[src/rtl/dac_pkg.sv]
// Shared types and constants for the DAC frame scheduler.
// Used by dac_frame_scheduler and dac_ch_holding.
package dac_pkg;

    localparam int DAC_W      = 12;
    // 16 serial bits, the go cycle and the cycle the serializer needs to return ready
    localparam int MIN_PERIOD = 18;

    localparam logic [DAC_W-1:0] DAC_MIDSCALE = 12'h800;

    typedef enum logic [1:0] {
        IDLE  = 2'd0,
        ISSUE = 2'd1,
        BUSY  = 2'd2
    } sched_state_t;

endpackage

[src/rtl/dac_ch_holding.sv]
// One-entry valid/ready holding register for a DAC channel, with a record
// of the last sample actually issued to the serializer.
module dac_ch_holding
    import dac_pkg::*;
(
    input  logic             clk,
    input  logic             rst,
    input  logic             valid,
    input  logic [DAC_W-1:0] data,
    input  logic             consume,
    output logic             ready,
    output logic             full,
    output logic [DAC_W-1:0] held,
    output logic [DAC_W-1:0] last
);

    logic             full_r;
    logic [DAC_W-1:0] held_r;
    logic [DAC_W-1:0] last_r;
    logic             ready_s;
    logic             load_s;

    // Accept when empty or when the entry is being drained this cycle
    always_comb begin
        ready_s = !full_r || consume;
        load_s  = valid && ready_s;
    end

    // Entry storage: a same-cycle load wins over the consume
    always_ff @(posedge clk or posedge rst) begin
        if (rst) begin
            full_r <= 1'b0;
            held_r <= 12'h000;
        end else if (load_s) begin
            full_r <= 1'b1;
            held_r <= data;
        end else if (consume) begin
            full_r <= 1'b0;
        end
    end

    // Only real producer samples become the last issued value
    always_ff @(posedge clk or posedge rst) begin
        if (rst) begin
            last_r <= 12'h000;
        end else if (consume && full_r) begin
            last_r <= held_r;
        end
    end

    // Output mapping
    always_comb begin
        ready = ready_s;
        full  = full_r;
        held  = held_r;
        last  = last_r;
    end

endmodule

[src/rtl/dac_frame_scheduler.sv]
// Paces dual-channel sample frames to the DAC serializer at a programmable period.
// Build option DAC_MIDSCALE_UNDERRUN_EN: underruns send midscale instead of repeating the last sample.
module dac_frame_scheduler
    import dac_pkg::*;
#(
    parameter int PERIOD_W = 16,
    parameter int CNT_W    = 16
) (
    input  logic                clk,
    input  logic                rst,
    input  logic                enable,
    input  logic [PERIOD_W-1:0] period,
    input  logic                ch1_valid,
    input  logic [DAC_W-1:0]    ch1_data,
    output logic                ch1_ready,
    input  logic                ch2_valid,
    input  logic [DAC_W-1:0]    ch2_data,
    output logic                ch2_ready,
    input  logic                dac_ready,
    output logic                dac_go,
    output logic [DAC_W-1:0]    dac_data1,
    output logic [DAC_W-1:0]    dac_data2,
    output logic                busy,
    output logic                overrun,
    output logic [CNT_W-1:0]    ch1_underruns,
    output logic [CNT_W-1:0]    ch2_underruns
);

    localparam logic [PERIOD_W-1:0] MIN_P = PERIOD_W'(MIN_PERIOD);

    function automatic logic [CNT_W-1:0] sat_inc(input logic [CNT_W-1:0] v);
        return (v == {CNT_W{1'b1}}) ? v : v + CNT_W'(1);
    endfunction

    sched_state_t        state_r;
    sched_state_t        state_s;
    logic [PERIOD_W-1:0] eff_s;
    logic [PERIOD_W-1:0] count_r;
    logic [PERIOD_W-1:0] count_eff_s;
    logic                run_r;
    logic                tick_s;
    logic                go_s;
    logic                overrun_r;
    logic [CNT_W-1:0]    und1_r;
    logic [CNT_W-1:0]    und2_r;
    logic [DAC_W-1:0]    data1_r;
    logic [DAC_W-1:0]    data2_r;
    logic [DAC_W-1:0]    mux1_s;
    logic [DAC_W-1:0]    mux2_s;
    logic [DAC_W-1:0]    sub1_s;
    logic [DAC_W-1:0]    sub2_s;
    logic                full1_s;
    logic                full2_s;
    logic [DAC_W-1:0]    held1_s;
    logic [DAC_W-1:0]    held2_s;
    logic [DAC_W-1:0]    last1_s;
    logic [DAC_W-1:0]    last2_s;

    dac_ch_holding u_ch1 (
        .clk     (clk),
        .rst     (rst),
        .valid   (ch1_valid),
        .data    (ch1_data),
        .consume (go_s),
        .ready   (ch1_ready),
        .full    (full1_s),
        .held    (held1_s),
        .last    (last1_s)
    );

    dac_ch_holding u_ch2 (
        .clk     (clk),
        .rst     (rst),
        .valid   (ch2_valid),
        .data    (ch2_data),
        .consume (go_s),
        .ready   (ch2_ready),
        .full    (full2_s),
        .held    (held2_s),
        .last    (last2_s)
    );

    // Effective period and tick; the first enabled cycle behaves as a fresh reload
    always_comb begin
        eff_s       = (period < MIN_P) ? MIN_P : period;
        count_eff_s = run_r ? count_r : (eff_s - PERIOD_W'(1));
        tick_s      = enable && (count_eff_s == {PERIOD_W{1'b0}});
    end

    // Pacing down-counter; a new period is only picked up at reload
    always_ff @(posedge clk or posedge rst) begin
        if (rst) begin
            count_r <= {PERIOD_W{1'b0}};
            run_r   <= 1'b0;
        end else if (!enable) begin
            count_r <= eff_s - PERIOD_W'(1);
            run_r   <= 1'b0;
        end else if (tick_s) begin
            count_r <= eff_s - PERIOD_W'(1);
            run_r   <= 1'b1;
        end else begin
            count_r <= count_eff_s - PERIOD_W'(1);
            run_r   <= 1'b1;
        end
    end

    // Frame FSM state register
    always_ff @(posedge clk or posedge rst) begin
        if (rst) begin
            state_r <= IDLE;
        end else begin
            state_r <= state_s;
        end
    end

    // Frame FSM next state and go strobe
    always_comb begin
        state_s = state_r;
        go_s    = 1'b0;
        case (state_r)
            IDLE: begin
                if (tick_s) begin
                    state_s = ISSUE;
                end else begin
                    state_s = IDLE;
                end
            end
            ISSUE: begin
                if (dac_ready) begin
                    go_s    = 1'b1;
                    state_s = BUSY;
                end else begin
                    state_s = ISSUE;
                end
            end
            BUSY: begin
                if (dac_ready) begin
                    state_s = IDLE;
                end else begin
                    state_s = BUSY;
                end
            end
            default: begin
                state_s = IDLE;
            end
        endcase
    end

    // Substitute sample for a channel whose producer missed the slot
    always_comb begin
`ifdef DAC_MIDSCALE_UNDERRUN_EN
        sub1_s = DAC_MIDSCALE;
        sub2_s = DAC_MIDSCALE;
`else
        sub1_s = last1_s;
        sub2_s = last2_s;
`endif
        mux1_s = full1_s ? held1_s : sub1_s;
        mux2_s = full2_s ? held2_s : sub2_s;
    end

    // Frame sample registers, held between frames
    always_ff @(posedge clk or posedge rst) begin
        if (rst) begin
            data1_r <= 12'h000;
            data2_r <= 12'h000;
        end else if (go_s) begin
            data1_r <= mux1_s;
            data2_r <= mux2_s;
        end
    end

    // Underrun counters and sticky overrun flag
    always_ff @(posedge clk or posedge rst) begin
        if (rst) begin
            und1_r    <= {CNT_W{1'b0}};
            und2_r    <= {CNT_W{1'b0}};
            overrun_r <= 1'b0;
        end else begin
            if (go_s && !full1_s) begin
                und1_r <= sat_inc(und1_r);
            end
            if (go_s && !full2_s) begin
                und2_r <= sat_inc(und2_r);
            end
            if (tick_s && (state_r != IDLE)) begin
                overrun_r <= 1'b1;
            end
        end
    end

    // Samples are presented in the go cycle itself and held afterwards
    always_comb begin
        dac_go        = go_s;
        busy          = (state_r == BUSY);
        overrun       = overrun_r;
        ch1_underruns = und1_r;
        ch2_underruns = und2_r;
        if (go_s) begin
            dac_data1 = mux1_s;
            dac_data2 = mux2_s;
        end else begin
            dac_data1 = data1_r;
            dac_data2 = data2_r;
        end
    end

endmodule

[config.mk]
export PLATFORM = sky130hd
export DESIGN_NAME = dac_frame_scheduler
export DESIGN_NICKNAME = d
export VERILOG_FILES = /design/src/rtl/dac_pkg.sv /design/src/rtl/dac_ch_holding.sv /design/src/rtl/dac_frame_scheduler.sv
export SDC_FILE = /design/constraint.sdc
export NUM_CORES = 1
export LEC_CHECK = 0
export CAP_MARGIN = 20
export CORE_MARGIN = 2
export CORE_UTILIZATION = 41
export DETAILED_ROUTE_END_ITERATION = 10
export PLACE_DENSITY = 0.68
export RECOVER_POWER = 100
export SETUP_SLACK_MARGIN = 0.05
export SLEW_MARGIN = 20
export SYNTH_ARGS = -nofsm -noshare
export SYNTH_HDL_FRONTEND = slang
export SYNTH_SLANG_ARGS = --single-unit
[constraint.sdc]
create_clock -name clk -period 5.61 [get_ports clk]
set_input_delay 0.561 -clock clk [delete_from_list [all_inputs] [get_ports clk]]
set_output_delay 0.561 -clock clk [all_outputs]
set_load 0.01 [all_outputs]
After elaboration in Yosys (flattened, before gate mapping)
Index checks and enable logic that the tools add are counted.

$add $sub $neg: 4. Magnitude comparators: 1. Equal/unequal tests: 4. Mux-type cells: 18. Bitwise logic cells: 2. Reductions and logical operators: 19.

Operators by type and width (count): $mux W16 (4); $mux W12 (4); $add A16 B1 Y16 const B (2); $eq A16 B16 Y1 const B (2); $sub A16 B1 Y16 const B (2); $logic_not A16 Y1 (1); $lt A16 B5 Y1 const B (1); $logic_and A1 B1 Y1 (8); $mux W1 (7); $pmux W2 S3 (1); $reduce_bool A2 Y1 (3); $mux W2 (2); $reduce_and A2 Y1 (2); $eq A2 B1 Y1 const B (1); $eq A2 B2 Y1 const B (1); $logic_not A1 Y1 (2); $logic_not A2 Y1 (1); $logic_or A1 B1 Y1 (2); $not A1 Y1 (2).

Flip-flop bits (word level): 126. Output and inout bits: 61.

Longest topological paths before layout
Gate-level depths: netlist of the first run.

Depth in word-level cells: 8. Mapped depth: 16.

Modules after synthesis
Synthesis of the first run repeated with hierarchy kept, for this count alone.

Cells, all modules: 628. Area total of the unflattened synthesis: 6667.6 um2.

By module, submodules not included: dac_frame_scheduler (times used 1, cells an instance 516, area an instance 4678.2 um2); dac_ch_holding (times used 2, cells an instance 56, area an instance 994.7 um2).

Least setup slack after synthesis of the first run
No wires, ideal clock.

Path type: input port to flip-flop. Start point: input period[8]. End point: register count_r[11]. Library setup time: 94 ps. Arrival time: 4286 ps. Data required time: 5516 ps. Slack: 1230 ps. Stages on the path: 12. Cell sequence: or4_4 -> buf_6 -> o41ai_1 -> ha_1 -> or4b_1 -> o21ai_0 -> nand2_1 -> o32ai_1 -> o2111ai_1 -> o31a_4 -> a31o_1 -> a221oi_2.

Word-level cells in the longest chain between the ends: 8.

RTL lines: start: declaration (line dac_frame_scheduler.sv:12) `input logic [PERIOD_W-1:0] period,`; $lt A16 B5 Y1 (line dac_frame_scheduler.sv:85) `eff_s = (period < MIN_P) ? MIN_P : period;`; $mux W16 (*) (line dac_frame_scheduler.sv:85); $sub A16 B1 Y16 (*) (line dac_frame_scheduler.sv:86, dac_frame_scheduler.sv:96, dac_frame_scheduler.sv:99); branches (longest 4 deep; another with $sub A16 B1 Y16); $mux W16 (*) (line dac_frame_scheduler.sv:95) `end else if (!enable) begin`; end signal: assignment (line dac_frame_scheduler.sv:96) `count_r <= eff_s - PERIOD_W'(1);`; end signal: assignment (line dac_frame_scheduler.sv:99) `count_r <= eff_s - PERIOD_W'(1);`; end signal: assignment (line dac_frame_scheduler.sv:102) `count_r <= count_eff_s - PERIOD_W'(1);`; end: declaration (line dac_frame_scheduler.sv:38) `logic [PERIOD_W-1:0] count_r;`.

Mark *: on every way between the ends. A chain may end at the register's enable or synchronous reset.

Worst setup path after layout of the first run
Start point: input period[6]. End point: register count_r[12].

Same word-level chain as after synthesis.

==> summary.md, run 1 <==
| Metric | Value |
|---|---|
| Worst hold-check path type | `register to register` |
| Critical path arrival | `5.37 ns` |
| Crit-path cells | `dlygate4sd3_1 > or4_4 > o41ai_1 > ha_1 > or4b_1 > nor3_1 > mux2i_1 > o22a_1 > o2111ai_1 > o31ai_4 > buf_4 > a21oi_1 > a211oi_1` |
| Max-slew headroom | `-136%` |
| Gr usage total | `18.2%` |
| Post-CTS Setup Bufs | `0` |
| Antenna-violating nets left | `0` |
| I/O pins | `107` |
| Max Cap Viol | `1` |
| CTS Hold Buffers Added | `0` |
| Most common cell after layout, fill and taps aside | `dfrtp_1` |
| Synth Area per Inst | `10.6 um2` |
| CP Max Fanout | `24` |
| Die area | `16700 um2` |
| Clock buffer depth | `2` |
| Proportion of synthesized chip area in sequential cells | `49.0%` |
| Post-synthesis register bit count | `126` |
| Synth-to-layout area growth | `28.4%` |
| DRT Pass-1 Iters | `4` |
| Number of DRC markers in iteration 0 | `314` |
| Worst EP required | `5.92 ns` |
| Die H | `129 um` |
| # diodes | `0` |
| Num CTS Buffers | `17` |
| DRC Markers | `0` |
| First-pass GRT wire length | `24400 um` |
| Final min period | `5.05 ns` |
| Total Nets Final | `759` |
| Status | `finished with violations` |
| Vias after detailed routing | `4942` |
| Worst path max stage delay | `0.65 ns` |
| Setup Skew | `0.0108 ns` |
| Peak supply drop | `0.000183 V` |
| Prevailing post-synth register cell | `dfrtp_1` |
| R2R Path Start | `state_r[1]` |
| Clock sink count | `126` |
| Setup violators final | `0` |
| Setup slack, reg-to-reg | `2.46 ns` |
| Commonest non-fill, non-tap cells in the layout | `126 x dfrtp_1, 65 x dlygate4sd3_1, 58 x nand2_1, 52 x mux2_2, 41 x clkdlybuf4s50_1` |
| Cells after synthesis | `604` |
| Layout cells sized above 1 | `14.3%` |
| Pins Over Slew Limit | `85` |
| Die W | `129 um` |
| Routed WL per cell | `15.6 um` |
| Final setup TNS | `0 ns` |
| PnR Total Power | `2.26 mW` |
| Static leakage | `3.86 nW` |
| Clk root buf | `clkbuf_16` |
| Warnings, synthesis | `0` |
| CTS tree | `done` |
| Critical path startpoint category | `input pin` |
| Synth unique cells | `64` |
| Period utilization | `90.1%` |
| Hpwl dp | `9980 um` |
| DR vias/cell | `5.30` |
| Cts repair resizes | `0` |
| Setup crit start | `period[6]` |
| Post-synth EDFFs | `0` |
| Fmax | `198 MHz` |
| RSZ-0062 raised after global routing | `no` |
| Slowest CP cell | `dlygate4sd3_1` |
| WL final | `14600 um` |
| Row count | `45` |
| Pwr per Cell Area | `273 nW/um2` |
| Skew-Pair Late Insertion Delay | `0.41 ns` |
| Failing checks | `max-capacitance violations, max-slew violations` |
| GP Congestion | `0.886` |
| Initial Util | `42.1%` |
| Core area | `15300 um2` |
| Syn Nets | `655` |
| CP Class | `input pin to register` |
| Worst-Margin Slew | `3.53 ns` |
| CP endpoint kind | `register` |
| Worst-path clk slew | `0.06 ns` |
| HP Start | `state_r[1]` |
| Overflow after GRT | `0` |
| Post-Syn Area | `6430 um2` |
| Number of port buffers | `106` |
| Largest net degree at the start of global routing | `85` |
| Initial antenna violation count | `0` |
| Vias in the first global route | `5115` |
| H-tree levels | `4` |
| Post-synth ARST share | `100%` |
| Final Hold Fails | `0` |
==> area by class of cell <==
type | count | area, um2
Clock buffer | 18 | 439
Clock inverter | 14 | 158
Fill cell | 1376 | 7000
Inverter | 10 | 38.8
Multi-Input combinational cell | 436 | 3070
Sequential cell | 126 | 3150
Tap cell | 211 | 264
Timing Repair Buffer | 117 | 1130
==> metal layers <==
layer / up-vias / global-route usage, % / part of all wire, %
li1: 2390 / - / -
met1: 2426 / 22.9 / 45
met2: 112 / 29.9 / 49
met3: 14 / 5.49 / 5.5
met4: 0 / 6.20 / 1.3
met5: - / 0 / 0
==> power by group <==
group / internal [mW] / switching, mW / total (mW)
Combinational: 0.0935 / 0.104 / 0.198
Sequential: 0.943 / 0.0227 / 0.966
Clock: 0.674 / 0.418 / 1.09
==> through the flow <==
| step | util (%) | setup WS, ns | instances | hold slack [ns] | cell area (um2) |
|---|---|---|---|---|---|
| global route | 54.1 | 0.194 | 932 | 0.492 | 8260 |
| detailed placement | 50.3 | 0.274 | 899 | 0.454 | 7670 |
| CTS | 54.2 | 0.684 | 931 | 0.462 | 8270 |
| finish | 54.1 | 0.555 | 932 | 0.463 | 8260 |
| global placement | 50.3 | 0.490 | 899 | 0.450 | 7670 |
| floorplan | - | 1.23 | 604 | 0.436 | 6430 |
==> worst paths after layout <==
kind	to	cells past startpoint
min in group asynchronous	data1_r[7]	2
max	count_r[12]	13
min reg2reg	state_r[0]	1
min	state_r[0]	1
max reg2reg	ch2_underruns[7]	7
max in group asynchronous	ch1_underruns[13]	3
==> Yosys cell counts (3+ instances only) <==
| library cell | count | share of area, % |
|---|---|---|
| dfrtp_1 | 126 | 49 |
| nand2_1 | 58 | 3.4 |
| mux2_2 | 52 | 9.1 |
| nor2_1 | 39 | 2.3 |
| o21ai_0 | 35 | 2.7 |
| mux2i_1 | 30 | 4.7 |
| xnor2_1 | 29 | 3.9 |
| clkbuf_1 | 24 | 1.4 |
| a21oi_1 | 18 | 1.4 |
| nor3_1 | 18 | 1.4 |
| xor2_1 | 16 | 2.2 |
| nand3_1 | 12 | 0.93 |
| nand4_1 | 12 | 1.2 |
| inv_1 | 10 | 0.58 |
| nand2b_1 | 8 | 0.78 |
| or3_1 | 8 | 0.78 |
| nor4_1 | 7 | 0.68 |
| and4_1 | 6 | 0.82 |
| and2_1 | 5 | 0.49 |
| buf_6 | 5 | 0.88 |
| ha_1 | 5 | 0.97 |
| o211ai_1 | 5 | 0.58 |
| o31a_1 | 5 | 0.68 |
| or4_1 | 5 | 0.58 |
| o21a_1 | 4 | 0.47 |
| o31ai_1 | 4 | 0.47 |
| o41ai_1 | 4 | 0.54 |
| and3_1 | 3 | 0.29 |
| nor2b_1 | 3 | 0.29 |
| o22ai_1 | 3 | 0.29 |
==> cell families after synthesis <==
| group | after synthesis | synth area share (%) |
|---|---|---|
| AOI/OAI and AO/OA | 104 | 11.0 |
| adders and majority gates | 5 | 0.973 |
| DFF | 126 | 49.0 |
| xor gates and xnor gates | 45 | 6.13 |
| and+or+nand+nor | 200 | 16.0 |
| muxes | 82 | 13.8 |
| buffers and inverters | 42 | 3.09 |
==> critical path: cells and delay by family <==
kind                     cells  cell delay, ns
AO/OA/AOI/OAI                6            1.67
adder cells (fa/ha/maj)      1            0.37
buffers and inverters        2            0.96
multiplexers                 1            0.39
AND/OR/NAND/NOR              3            1.43
==> flip-flops by register name (all words and copies together) (netlist names), 12 cells and up <==
signal,flops
ch1_underruns,16
u_ch1.last,12
u_ch1.held,12
data2_r,12
data1_r,12
u_ch2.last,12
count_r,16
u_ch2.held,12
ch2_underruns,16
No activity file was read; power rests on OpenSTA's default activity.
==> run 2: changes to the inputs <==
--- a/config.mk
+++ b/config.mk
@@ -5,9 +5,11 @@
 export SDC_FILE = /design/constraint.sdc
 export NUM_CORES = 1
 export LEC_CHECK = 0
+export ABC_CLOCK_PERIOD_IN_PS = 5610
 export CAP_MARGIN = 20
 export CORE_MARGIN = 2
 export CORE_UTILIZATION = 41
+export CTS_BUF_LIST = sky130_fd_sc_hd__clkbuf_8
 export DETAILED_ROUTE_END_ITERATION = 10
 export PLACE_DENSITY = 0.68
 export RECOVER_POWER = 100
@@ -15,4 +17,5 @@
 export SLEW_MARGIN = 20
 export SYNTH_ARGS = -nofsm -noshare
 export SYNTH_HDL_FRONTEND = slang
+export SYNTH_HIERARCHICAL = 1
 export SYNTH_SLANG_ARGS = --single-unit
==> run 2 against run 1 <==
  * The run still ends with max-capacitance violations, max-slew violations left
  * Clock skew increased by 0.0016 ns
  * Critical path depth increased by 1
  * Clock-buffer cell count rose by 1
  * Largest cell class is now multi-input combinational cells
  * Largest power group is now sequential cells
  * Highest routed layer unchanged
==> summary.md, run 2 <==
| Metric | Value |
|---|---|
| Peak supply drop | `0.000151 V (-17%)` |
| Worst EP required | `5.95 ns (+0.03 ns)` |
| I/O pins | `107 (unchanged)` |
| Commonest non-fill, non-tap cells in the layout | `126 x dfrtp_1, 64 x dlygate4sd3_1, 57 x nand2_1, 44 x nor2_1, 42 x clkdlybuf4s50_1` |
| Die H | `132 um (+1.8%)` |
| Max Cap Viol | `2 (+1)` |
| Area leader, netlist | `dfrtp_1` |
| Cell count of the worst reg-to-reg path | `10 (+3)` |
| Proportion of synthesized chip area in sequential cells | `47.3% (-1.7 points)` |
| Setup slack, reg-to-reg | `1.79 ns (-0.67 ns)` |
| Die area | `17300 um2 (+3.6%)` |
| Synth-to-layout area growth | `22.4%` |
| Worst hold-check path type | `register to register` |
| Die W | `132 um (+1.8%)` |
| Skew-Pair Late Insertion Delay | `0.43 ns (+0.02 ns)` |
| Number of DRC markers in iteration 0 | `308 (-1.9%)` |
| FF-to-FF End | `count_r[10]` |
| Simple-gate area share of the yosys netlist | `17.3% (+1.3 points)` |
| Worst-path clk slew | `0.07 ns (about the same)` |
| Critical path arrival | `5.26 ns (-0.11 ns)` |
| Post-synth ARST share | `100% (unchanged)` |
| GP Congestion | `0.906 (+2.3%)` |
| Largest family of logic cells by synthesized area | `simple AND/OR/NAND/NOR gates` |
| Num CTS Buffers | `17 (unchanged)` |
| H-tree levels | `4 (unchanged)` |
| RSZ-0062 raised after global routing | `no` |
| DR vias/cell | `5.39 (+1.6%)` |
| CTS tree | `done` |
| Pwr per Cell Area | `239 nW/um2 (-13%)` |
| Antenna-violating nets left | `0 (unchanged)` |
| Adder-cell share of the synthesized area | `0.938% (-0.035 points)` |
| Top cells by area, synth | `dfrtp_1 47%, mux2_2 5.2%, mux2_4 4.5%, mux2i_1 4.2%, xor2_1 3.3%` |
| Synth Area per Inst | `10.6 um2 (-0.29%)` |
| DRC Markers | `0 (unchanged)` |
| Share of the synthesized area in the top cell type | `47.3% (-1.7 points)` |
| Hpwl dp | `10800 um (+8.4%)` |
| Gr usage total | `18.4% (+0.23 points)` |
| Vias in the first global route | `5356 (+4.7%)` |
| Row count | `46 (+2.2%)` |
| Static leakage | `3.87 nW (+0.38%)` |
| Failing checks | `max-capacitance violations, max-slew violations` |
| Initial antenna violation count | `1 (+1)` |
| Post-Syn Area | `6670 um2 (+3.7%)` |
| CP Max Fanout | `32 (+33%)` |
| Critical path startpoint category | `input pin` |
| Clk root buf | `clkbuf_8` |
| XOR/XNOR share of the synthesized area | `5.25% (-0.87 points)` |
| Syn Nets | `679 (+3.7%)` |
| Final min period | `4.92 ns (-0.134 ns)` |
| Fmax | `203 MHz (+2.7%)` |
| Cells after synthesis | `628 (+4.0%)` |
| First-pass GRT wire length | `26200 um (+7.2%)` |
| CP endpoint kind | `register` |
| Synth unique cells | `65 (+1.6%)` |
| Post-synthesis mux area share | `13.9% (+0.17 points)` |
| Overflow after GRT | `0 (unchanged)` |
| CP endpoint | `count_r[6]` |
| Post-CTS Setup Bufs | `0 (unchanged)` |
| Most common cell after layout, fill and taps aside | `dfrtp_1` |
| Final core occ | `51.4% (-2.7 points)` |
| Warnings, synthesis | `6 (+6)` |
| Number of port buffers | `106 (unchanged)` |
| Vias after detailed routing | `5175 (+4.7%)` |
| Setup Skew | `0.0124 ns (+0.00164 ns)` |
| Largest net degree at the start of global routing | `70 (-18%)` |
| CP Class | `input pin to register` |
| Cts repair resizes | `0 (unchanged)` |
| DRT Pass-1 Iters | `4 (unchanged)` |
| Core area | `15900 um2 (+4.1%)` |
| Total Nets Final | `782 (+3.0%)` |
| Prevailing post-synth register cell | `dfrtp_1` |
| Top cells by count, synth | `126 x dfrtp_1, 55 x nand2_1, 44 x nor2_1` |
| Worst-Margin Slew | `1.97 ns (-1.55 ns)` |
| Layout cells sized above 1 | `10.6% (-3.7 points)` |
| Clock buffer depth | `2 (unchanged)` |
| Setup violators final | `0 (unchanged)` |
| Final Hold Fails | `0 (unchanged)` |
| Post-synthesis register bit count | `126 (unchanged)` |
| Top-count cell post-synth | `dfrtp_1` |
| Clock sink count | `126 (unchanged)` |
| Post-synth EDFFs | `0 (unchanged)` |
| WL final | `15500 um (+6.6%)` |
| Final setup TNS | `0 ns (unchanged)` |
| R2R Path Start | `run_r` |
| Status | `finished with violations` |
| Pins Over Slew Limit | `123 (+45%)` |
| Max-slew headroom | `-31.6% (+100 points)` |
| Initial Util | `42.0% (-0.17 points)` |
| Period utilization | `87.7% (-2.4 points)` |
| Setup crit start | `period[8]` |
| CTS Hold Buffers Added | `0 (unchanged)` |
| Compound-cell area share of the yosys netlist | `12.1% (+1.1 points)` |
| Routed WL per cell | `16.1 um (+3.4%)` |
==> run 2: cell count changes after synthesis, sizes merged, moves of 7 or more <==
cell,change
xnor2,-14
clkbuf,-9
xor2,+9
nand2b,+7
==> run 2: area by class of cell <==
| type | instances | area (um2) |
|---|---|---|
| clock buffers | 19 | 262 |
| multi-input cells | 459 | 3180 |
| repair buffers | 112 | 1100 |
| inverters | 15 | 57.6 |
| clock inverters | 13 | 139 |
| well taps | 216 | 270 |
| flip-flops and latches | 126 | 3150 |
| diodes | 1 | 2.50 |
| fillers | 1452 | 7720 |
==> run 2: cells by family after synthesis <==
kind of cell,after synthesis
compound gates,116
xor+xnor,40
fa+ha+maj,5
buf+inv,43
flops,126
mux,79
simple gates,219
==> run 2: report_power, final <==
group	leakage [nW]	internal, mW	switching, mW	total, mW
Combinational	2.01	0.0912	0.110	0.202
Clock	0.208	0.421	0.363	0.784
Sequential	1.66	0.941	0.0230	0.964
==> run 2: worst min path at each step <==
stage,startpoint,slack (ns),to,cells after the start
finish,overrun,0.46,overrun,1
detailed placement,overrun,0.46,overrun,1
global route,overrun,0.48,overrun,1
floorplan,state_r[1],0.44,state_r[0],1
CTS,rst,0.37,data2_r[8],2
global placement,state_r[1],0.45,state_r[0],1
==> run 2: layer usage <==
| metal | routed length, um | vias to the layer above | global-route usage, % |
|---|---|---|---|
| met5 | 0 | - | 0 |
| met4 | 163 | 0 | 5.62 |
| met3 | 936 | 15 | 5.09 |
| met2 | 7520 | 147 | 30.3 |
| met1 | 6890 | 2521 | 23.7 |
| li1 | - | 2492 | - |
==> run 2: critical path: stages <==
cell             delay [ns]
clkdlybuf4s50_1        0.53
or4_1                  0.71
nor3_1                 0.57
a21oi_1                0.14
ha_1                   0.30
or3b_1                 0.34
or2_1                  0.23
nor3_1                 0.07
nor3_1                 0.37
nand2_1                0.29
o41ai_1                0.42
buf_4                  0.38
nor3_1                 0.11
nor3_2                 0.22
==> run 2: per-stage QoR <==
stage / area [um2] / power [mW] / worst slack (ns) / hold slack, ns / cells
finish: 8160 / 1.95 / 0.690 / 0.463 / 961
floorplan: 6670 / 1.12 / 1.35 / 0.436 / 628
global placement: 7880 / 1.19 / 0.672 / 0.448 / 927
global route: 8160 / 2.04 / 0.289 / 0.478 / 960
CTS: 8280 / 1.99 / 0.957 / 0.369 / 959
detailed placement: 7880 / 1.20 / 0.511 / 0.461 / 927
